[config.mk]
export PLATFORM = sky130hd
export DESIGN_NAME = clock_set_ctrl
export DESIGN_NICKNAME = d
export VERILOG_FILES = /design/src/rtl/clock_pkg.sv /design/src/rtl/btn_sync_edge.sv /design/src/rtl/clock_set_ctrl.sv
export SDC_FILE = /design/constraint.sdc
export NUM_CORES = 1
export LEC_CHECK = 0
export BUFFER_PORTS_ARGS = -buffer_cell sky130_fd_sc_hd__buf_2
export CAP_MARGIN = 25
export CORE_AREA = 2 2 62 64
export CTS_CLUSTER_DIAMETER = 50
export CTS_CLUSTER_SIZE = 8
export DETAILED_ROUTE_END_ITERATION = 7
export DIE_AREA = 0 0 64 66
export PLACE_DENSITY = 0.54
export REMOVE_ABC_BUFFERS = 1
export SLEW_MARGIN = 10
export SYNTH_ARGS = -nofsm -noshare
export SYNTH_HDL_FRONTEND = slang
export SYNTH_SLANG_ARGS = --single-unit
[constraint.sdc]
create_clock -name clk -period 2.2 [get_ports clk]
set_input_delay 0.33 -clock clk [delete_from_list [all_inputs] [get_ports clk]]
set_output_delay 0.33 -clock clk [all_outputs]
set_load 0.02 [all_outputs]
[src/rtl/clock_pkg.sv]
// rtl/clock_pkg.sv - shared state encoding and time constants for the clock controller
package clock_pkg;

    // Controller modes; the encoding is also driven out on the mode port.
    typedef enum logic [1:0] {
        ST_RUN     = 2'd0,
        ST_SET_MIN = 2'd1,
        ST_SET_HR  = 2'd2
    } clock_state_t;

    // Default auto-repeat delay and SET-mode inactivity timeout, in 1 Hz ticks.
    localparam int DEF_REPEAT_TICKS  = 2;
    localparam int DEF_TIMEOUT_TICKS = 30;

    // Terminal counts used by the seconds/minutes counters for their wrap flags.
    localparam int MAX_SEC = 59;
    localparam int MAX_MIN = 59;

    // Mode-button sequencing: RUN -> SET_MIN -> SET_HR -> RUN.
    function automatic clock_state_t mode_step(input clock_state_t s);
        case (s)
            ST_RUN:     return ST_SET_MIN;
            ST_SET_MIN: return ST_SET_HR;
            default:    return ST_RUN;
        endcase
    endfunction

    // True in either of the time-setting modes.
    function automatic logic is_set_state(input clock_state_t s);
        return (s == ST_SET_MIN) || (s == ST_SET_HR);
    endfunction

endpackage

[src/rtl/btn_sync_edge.sv]
// rtl/btn_sync_edge.sv - button synchronizer with registered rising-edge press pulse
module btn_sync_edge #(
    parameter int SYNC_STAGES = 2
) (
    input  logic clk,
    input  logic rst,
    input  logic btn,
    output logic level,
    output logic press
);

    logic [SYNC_STAGES-1:0] sync_q;
    logic                   level_d;

    // Metastability chain: the raw button ripples through SYNC_STAGES flops.
    always_ff @(posedge clk or posedge rst) begin
        if (rst) begin
            sync_q <= '0;
        end else begin
            sync_q[0] <= btn;
            for (int i = 1; i < SYNC_STAGES; i++) begin
                sync_q[i] <= sync_q[i-1];
            end
        end
    end

    assign level = sync_q[SYNC_STAGES-1];

    // Registered rising-edge detect on the synchronized level.
    always_ff @(posedge clk or posedge rst) begin
        if (rst) begin
            level_d <= 1'b0;
            press   <= 1'b0;
        end else begin
            level_d <= level;
            press   <= level & ~level_d;
        end
    end

endmodule

[src/rtl/clock_set_ctrl.sv]
// rtl/clock_set_ctrl.sv - clock mode controller and counter increment scheduler
module clock_set_ctrl
    import clock_pkg::*;
#(
    parameter int SYNC_STAGES   = 2,
    parameter int REPEAT_TICKS  = DEF_REPEAT_TICKS,
    parameter int TIMEOUT_TICKS = DEF_TIMEOUT_TICKS
) (
    input  logic       clk,
    input  logic       rst,
    input  logic       tick_1hz,
    input  logic       btn_mode,
    input  logic       btn_inc,
    input  logic       sec_wrap,
    input  logic       min_wrap,
    output logic       sec_inc,
    output logic       sec_clr,
    output logic       min_inc,
    output logic       hr_inc,
    output logic [1:0] mode,
    output logic       blink
);

    // Counters are wide enough to hold their terminal value.
    localparam int REP_W = $clog2(REPEAT_TICKS + 1);
    localparam int TO_W  = $clog2(TIMEOUT_TICKS + 1);

    logic mode_press;
    logic mode_level_unused;
    logic inc_press;
    logic inc_level;

    clock_state_t     state;
    clock_state_t     state_nxt;
    logic [REP_W-1:0] rep_cnt;
    logic [REP_W-1:0] rep_cnt_nxt;
    logic [TO_W-1:0]  to_cnt;
    logic [TO_W-1:0]  to_cnt_nxt;

    logic in_set;
    logic state_chg;
    logic rep_fire;
    logic inc_evt;
    logic timeout_hit;
    logic sec_inc_nxt;
    logic sec_clr_nxt;
    logic min_inc_nxt;
    logic hr_inc_nxt;
    logic blink_nxt;

    btn_sync_edge #(
        .SYNC_STAGES (SYNC_STAGES)
    ) u_sync_mode (
        .clk   (clk),
        .rst   (rst),
        .btn   (btn_mode),
        .level (mode_level_unused),
        .press (mode_press)
    );

    btn_sync_edge #(
        .SYNC_STAGES (SYNC_STAGES)
    ) u_sync_inc (
        .clk   (clk),
        .rst   (rst),
        .btn   (btn_inc),
        .level (inc_level),
        .press (inc_press)
    );

    // Next-state, counter and output decode from the state held this cycle.
    always_comb begin
        in_set      = is_set_state(state);

        // A held button produces one increment per tick once the hold delay has elapsed.
        rep_fire    = in_set && inc_level && tick_1hz &&
                      (rep_cnt == REP_W'(REPEAT_TICKS));

        // Mode press wins over any increment in the same cycle; press and repeat merge.
        inc_evt     = in_set && !mode_press && (inc_press || rep_fire);

        // Any increment activity in this cycle defers the timeout.
        timeout_hit = in_set && tick_1hz && !inc_press && !rep_fire &&
                      (to_cnt == TO_W'(TIMEOUT_TICKS - 1));

        state_nxt = state;
        if (mode_press) begin
            state_nxt = mode_step(state);
        end else if (timeout_hit) begin
            state_nxt = ST_RUN;
        end
        state_chg = (state_nxt != state);

        sec_inc_nxt = 1'b0;
        min_inc_nxt = 1'b0;
        hr_inc_nxt  = 1'b0;
        case (state)
            ST_RUN: begin
                // Normal time keeping: all carries land in the same cycle as sec_inc.
                sec_inc_nxt = tick_1hz;
                min_inc_nxt = tick_1hz && sec_wrap;
                hr_inc_nxt  = tick_1hz && sec_wrap && min_wrap;
            end
            ST_SET_MIN: begin
                min_inc_nxt = inc_evt;
            end
            ST_SET_HR: begin
                hr_inc_nxt = inc_evt;
            end
            default: begin
                sec_inc_nxt = 1'b0;
            end
        endcase

        // Seconds restart from zero whenever minute setting begins.
        sec_clr_nxt = (state == ST_RUN) && (state_nxt == ST_SET_MIN);

        rep_cnt_nxt = rep_cnt;
        if (!in_set || state_chg || !inc_level) begin
            rep_cnt_nxt = '0;
        end else if (tick_1hz && (rep_cnt != REP_W'(REPEAT_TICKS))) begin
            rep_cnt_nxt = rep_cnt + REP_W'(1);
        end

        to_cnt_nxt = to_cnt;
        if (!in_set || state_chg || mode_press || inc_press || rep_fire) begin
            to_cnt_nxt = '0;
        end else if (tick_1hz) begin
            to_cnt_nxt = to_cnt + TO_W'(1);
        end

        // Field blanking: off in RUN, starts visible-blank on entry, toggles each second.
        if (state_nxt == ST_RUN) begin
            blink_nxt = 1'b0;
        end else if (state_chg) begin
            blink_nxt = 1'b1;
        end else if (tick_1hz) begin
            blink_nxt = ~blink;
        end else begin
            blink_nxt = blink;
        end
    end

    // Mode FSM, counters and registered output pulses.
    always_ff @(posedge clk or posedge rst) begin
        if (rst) begin
            state   <= ST_RUN;
            rep_cnt <= '0;
            to_cnt  <= '0;
            sec_inc <= 1'b0;
            sec_clr <= 1'b0;
            min_inc <= 1'b0;
            hr_inc  <= 1'b0;
            blink   <= 1'b0;
        end else begin
            state   <= state_nxt;
            rep_cnt <= rep_cnt_nxt;
            to_cnt  <= to_cnt_nxt;
            sec_inc <= sec_inc_nxt;
            sec_clr <= sec_clr_nxt;
            min_inc <= min_inc_nxt;
            hr_inc  <= hr_inc_nxt;
            blink   <= blink_nxt;
        end
    end

    assign mode = state;

endmodule

==> flow_summary.yaml, run 1 <==
worst_setup_path:
  cp_data_required_time_ns: 2.40
  timing.rr.end: "rep_cnt[1]"
  end_kind: "flop"
  criticalPathCategory: "reg -> reg"
  cpMaxStageDelayCell: "or3_4"
  worstPathCellList: "inv_1 -> ha_1 -> nand4_2 -> or3_4 -> a2111oi_4 -> nor3_1"
  rrSetupSlack_ns: 0.32
  crit_family: "simple AND/OR/NAND/NOR gates"
  path_depth: 6
  crit_buf_inv: 1
  crit_arrival_ns: 2.08
  reg2reg_depth: 6
  crit_path_end: "rep_cnt[1]"
  critPathLaunchType: "flop"
  worstPathMaxFanout: 4
  critPathMaxStageDelay_ns: 0.41
  r2r_start: "mode[0]"
  crit_path_start: "mode[0]"
detailed_routing:
  antenna_left: 0
  dr.pass1.iters: 3
  drt_drc_violations_left: 0
  wire_per_inst_um: 11.5
  num_vias: 713
  viasPerCell: 4.63
  drtIter0Drc: 20
  drt-total-wl_um: 1770
cells_and_area:
  final_common_cell: "dfrtp_1"
  final_util_pct: 33.7
  area_growth_pct: 15.5
  nFillCells: 367
  multiInputGateArea_um2: 445
  stdcell_count: 154
  nNetsFinal: 120
  diodes: 0
  drive_gt1_share_pct: 22.6
  register_area_um2: 551
  final_cell_mix: "dfrtp_1, buf_2, nor2_1"
floorplanning:
  die_w_um: 64
  core_area_um2: 3550
  rows: 22
  io-pin-count: 14
  fp.dieArea_um2: 4220
  floorplan.initialDensity_pct: 29.1
  die_h_um: 66
synth:
  synth_edf_count: 0
  netlist_area_um2: 1030
  synth.largest_area_cell: "dfrtp_1"
  ys_ff_latch: 22
  syn_inst: 90
  yosys_warnings: 0
  synth_area_leaders: "dfrtp_1, ha_1, xor2_1"
  avgSynthCellArea_um2: 11.5
  yosys.area.top_type_share_pct: 53.2
  synth_cell_types: 32
  synth_ff_type: "dfrtp_1"
  seq_area_frac_synth_pct: 53.2
  async_reset_ff_share_pct: 100
clocking:
  cts-hold-fix-buffers: 0
  cts.clk_slew.worst_paths_ns: 0.12
  cts_buffer_depth: 2
  cts_buffers: 3
  cts-resized-gates: 0
  cts_tree: "yes"
  root_buffer: "clkbuf_4"
  htree_levels: 1
  worstSkewPairLatency_ns: 0.31
  post-cts-setup-buffers: 0
  cts.sinks: 22
power_and_ir_drop:
  p_switching_uw: 395
  p_sw_share_pct: 35.4
  seq_power_share_pct: 44.2
  combPwrFrac_pct: 35.9
  p_per_area_nw_per_um2: 935
  p_int_uw: 722
  p_leak_nw: 0.538
  ir_worst_vdd_v: 0.000235
  power_frac_clock_pct: 19.9
timing:
  setup_viol: 0
  fin_crit_ns: 1.88
  maxClockFrequency_ghz: 0.532
  worst_slack_ns: 0.320
  tightest_slew_ns: 0.816
  fin_crit_sh_pct: 85.4
  skew_ns: 0.00789
  slew_headroom_pct: 45.6
  final_max_slew_viol_count: 0
  rsz0062_at_grt: "no"
  fin_tns_setup_ns: 0
  hold_viol_final: 0
flow_run:
  max_cap_violations: 0
global_route:
  antenna_found_initial: 0
  grt_pass1_vias: 736
  grt_pass1_wl_um: 3250
  grt_remaining_overflow: 0
  grt_max_degree: 23
  grt_usage_pct: 9.94
place:
  routabilityCongestion: 0.808
  place_ws_ns: 0.327
  dpl.hpwl_um: 1310
  placed_cells: 150
  port_buffers: 13
outcome:
  status: "finished, final reports clean"
worst_hold_path:
  worstHoldPathType: "in -> reg"
[kinds of logic after synthesis]
logic type | count (synthesis) | share of synthesized area (%)
AND/OR/NAND/NOR | 30 | 16.3
adder cells (fa/ha/maj) | 6 | 7.25
flip-flops | 22 | 53.2
XOR/XNOR | 7 | 5.93
buffers and inverters | 9 | 3.75
AO/OA/AOI/OAI | 16 | 13.5
[synthesized netlist by cell type (2+ instances only)]
library cell	number
a21oi_1	3
and2_1	2
a22o_1	3
o21ai_0	3
inv_1	6
xor2_1	4
nand3_1	4
nand2b_1	2
dfrtp_1	22
nor3_1	3
xnor2_1	3
nor2_1	7
nand4_1	2
nand2_1	2
ha_1	6
nor2b_1	2
[sequential cells by signal (all words and copies together), names as in the netlist, 2 cells and up]
name	count
rep_cnt	2
u_sync_inc.sync_q	2
to_cnt	5
u_sync_mode.sync_q	2
mode	2
[layout make-up]
class / instances / area share [%]
Tap cell: 48 / 5.03
Sequential cell: 22 / 46.1
Inverter: 6 / 1.88
Clock buffer: 4 / 3.04
Multi-Input combinational cell: 59 / 37.3
Timing Repair Buffer: 15 / 6.70
[power groups by stage]
stage / combinational [mW] / sequential, mW / clock, mW
2_1_floorplan: 0.212 / 0.568 / 0
3_3_place_gp: 0.395 / 0.503 / 0
3_5_place_dp: 0.403 / 0.504 / 0
4_1_cts: 0.405 / 0.495 / 0.230
5_1_grt: 0.452 / 0.503 / 0.250
6_report: 0.401 / 0.494 / 0.222
[per-stage QoR]
stage | area, um2 | hold slack (ns) | power, mW
finish | 1190 | 0.125 | 1.12
global placement | 1160 | 0.333 | 0.898
global route | 1190 | 0.106 | 1.21
CTS | 1190 | 0.116 | 1.13
floorplan | 1020 | 0.319 | 0.780
detailed placement | 1160 | 0.337 | 0.906
[worst min-delay path by stage]
stage          cells past startpoint  slack, ns                   from               endpoint
2_1_floorplan                      1       0.32                    rst                  blink
3_3_place_gp                       0       0.33  u_sync_mode.sync_q[0]  u_sync_mode.sync_q[1]
3_5_place_dp                       0       0.34   u_sync_inc.sync_q[0]   u_sync_inc.sync_q[1]
4_1_cts                            1       0.12                btn_inc   u_sync_inc.sync_q[0]
5_1_grt                            1       0.11               btn_mode  u_sync_mode.sync_q[0]
6_report                           1       0.13                btn_inc   u_sync_inc.sync_q[0]
[metal layers]
metal  track usage [%]  wire, um  up-vias
li1                  -         -      344
met1              11.7       794      352
met2              17.1       855       15
met3              3.24        88        2
met4              3.26        27        0
met5                 0         0        -
(Power assumes the default switching activity.)
==> inputs of run 2 (changes only) <==
==> constraint.sdc (replaced) <==
create_clock -name clk -period 1.9 [get_ports clk]
set_input_delay 0.095 -clock clk [delete_from_list [all_inputs] [get_ports clk]]
set_output_delay 0.095 -clock clk [all_outputs]
set_load 0.02 [all_outputs]
==> run 2 against run 1 <==
Combinational power rose by 25%. Sequential share of layout area fell by 2.9 points. Cell area rose by 6.6%. Clock skew fell by 0.0030 ns. Hold slack got worse by 0.10 ns. Utilization rose by 2.2 points. Clock power rose by 60%. Largest cell class unchanged. Largest power group unchanged. Highest routed layer unchanged.
==> flow_summary.yaml, run 2 (synthesis gave the netlist of run 1 again) <==
cells_and_area:
  final_common_cell: "dfrtp_1"
  regMostFlops: "to_cnt"
  drive_gt1_share_pct: 23.6
  area_growth_pct: 23.1
  diodes: 0
  final_cell_mix: "dfrtp_1, buf_2, nor2_1"
  final_util_pct: 35.9
  largest_reg_flops: 5
  final_area_um2: 1270
  nNetsFinal: 124
clocking:
  post-cts-setup-buffers: 0
  root_buffer: "clkbuf_4"
  htree_levels: 1
  cts.clk_slew.worst_paths_ns: 0.12
  cts_buffer_depth: 2
  cts.sinks: 22
  worstSkewPairLatency_ns: 0.31
  cts_buffers: 3
  cts_tree: "yes"
power_and_ir_drop:
  p_per_area_nw_per_um2: 1120
  p_leak_nw: 0.564
  ir_worst_vdd_v: 0.000528
worst_setup_path:
  cp_data_required_time_ns: 2.11
  crit_arrival_ns: 1.92
  worstPathMaxFanout: 4
  criticalPathCategory: "reg -> reg"
  critPathLaunchType: "flop"
  end_kind: "flop"
floorplanning:
  fp.dieArea_um2: 4220
  core_area_um2: 3550
  die_w_um: 64
  rows: 22
  floorplan.initialDensity_pct: 29.1
  die_h_um: 66
  io-pin-count: 14
timing:
  final_max_slew_viol_count: 0
  tightest_slew_ns: 0.847
  rsz0062_at_grt: "no"
  slew_headroom_pct: 43.5
  fin_tns_setup_ns: 0
  skew_ns: 0.00493
  maxClockFrequency_ghz: 0.586
  setup_viol: 0
  hold_viol_final: 0
  worst_slack_ns: 0.195
  fin_crit_sh_pct: 89.8
  fin_crit_ns: 1.71
flow_run:
  max_cap_violations: 0
global_route:
  grt_usage_pct: 9.99
  grt_remaining_overflow: 0
  grt_max_degree: 23
  antenna_found_initial: 0
  grt_pass1_wl_um: 3220
  grt_pass1_vias: 722
place:
  place_ws_ns: 0.0686
  port_buffers: 13
  routabilityCongestion: 0.789
  dpl.hpwl_um: 1320
  placed_area_um2: 1170
detailed_routing:
  dr.pass1.iters: 4
  drtIter0Drc: 26
  wire_per_inst_um: 11.4
  drt_drc_violations_left: 0
  num_vias: 714
  viasPerCell: 4.52
  drt-total-wl_um: 1810
  antenna_left: 0
worst_hold_path:
  worstHoldPathType: "in -> reg"
outcome:
  status: "finished, final reports clean"
[run 2: cell count changes in the layout (fill, tap and decap cells not counted), sizes merged]
cell	before	now
buf	15	16
dlygate4sd3	0	3
bufinv	0	1
clkbuf	4	3
[run 2: critical path, cell delays in order (launching register included)]
cell,delay [ns]
dfrtp_1,0.37
inv_1,0.08
ha_4,0.29
nand4_2,0.13
a2111oi_4,0.43
nor2_1,0.10
a22o_1,0.22
[run 2: path summary, 6_finish.rpt]
kind	endpoint	slack (ns)	cells after the start	start
worst max-delay path	mode[0]	0.19	6	mode[1]
worst min-delay path	min_inc	0.03	2	sec_wrap
worst max register to register	mode[0]	0.19	6	mode[1]
worst min register to register	u_sync_mode.sync_q[1]	0.36	0	u_sync_mode.sync_q[0]
max in group asynchronous	to_cnt[1]	0.89	3	rst
min in group asynchronous	rep_cnt[0]	0.49	3	rst
[run 2: where the power goes]
part           internal, mW  leakage (nW)  switching [mW]
logic                 0.221         0.252           0.281
clock network         0.213        0.0279           0.143
registers             0.534         0.283          0.0395
total                 0.969         0.564           0.464
[run 2: layer usage]
metal | routed length, um | part of all wire [%] | track usage (%) | vias to the layer above
met3 | 90 | 5.0 | 3.92 | 2
met2 | 858 | 47 | 16.5 | 15
met4 | 19 | 1.1 | 3.26 | 0
met5 | 0 | 0 | 0 | -
li1 | - | - | - | 355
met1 | 838 | 46 | 11.8 | 342
[run 2: cell type report]
cell class / count / area [um2]
Multi-Input combinational cell: 59 / 470
Tap cell: 48 / 60.1
Timing Repair Buffer: 19 / 118
Sequential cell: 22 / 551
Clock inverter: 1 / 30.0
Clock buffer: 3 / 22.5
Inverter: 6 / 22.5
Fill cell: 355 / 2280
[run 2: through the flow]
step | hold slack, ns | power, mW | std cells
after floorplan | 0.0842 | 0.903 | 87
final | 0.0251 | 1.43 | 158
after global routing | 0.0111 | 1.54 | 158
after detailed placement | 0.204 | 1.06 | 151
after global placement | 0.203 | 1.05 | 151
after CTS | 0.0153 | 1.43 | 158
[run 2: timing repair]
action                                  4_1_cts  5_1_grt
resized for setup                             0        2
endpoints found under the setup margin        0        5
hold endpoints to repair                     24        0
hold buffers                                  3        0
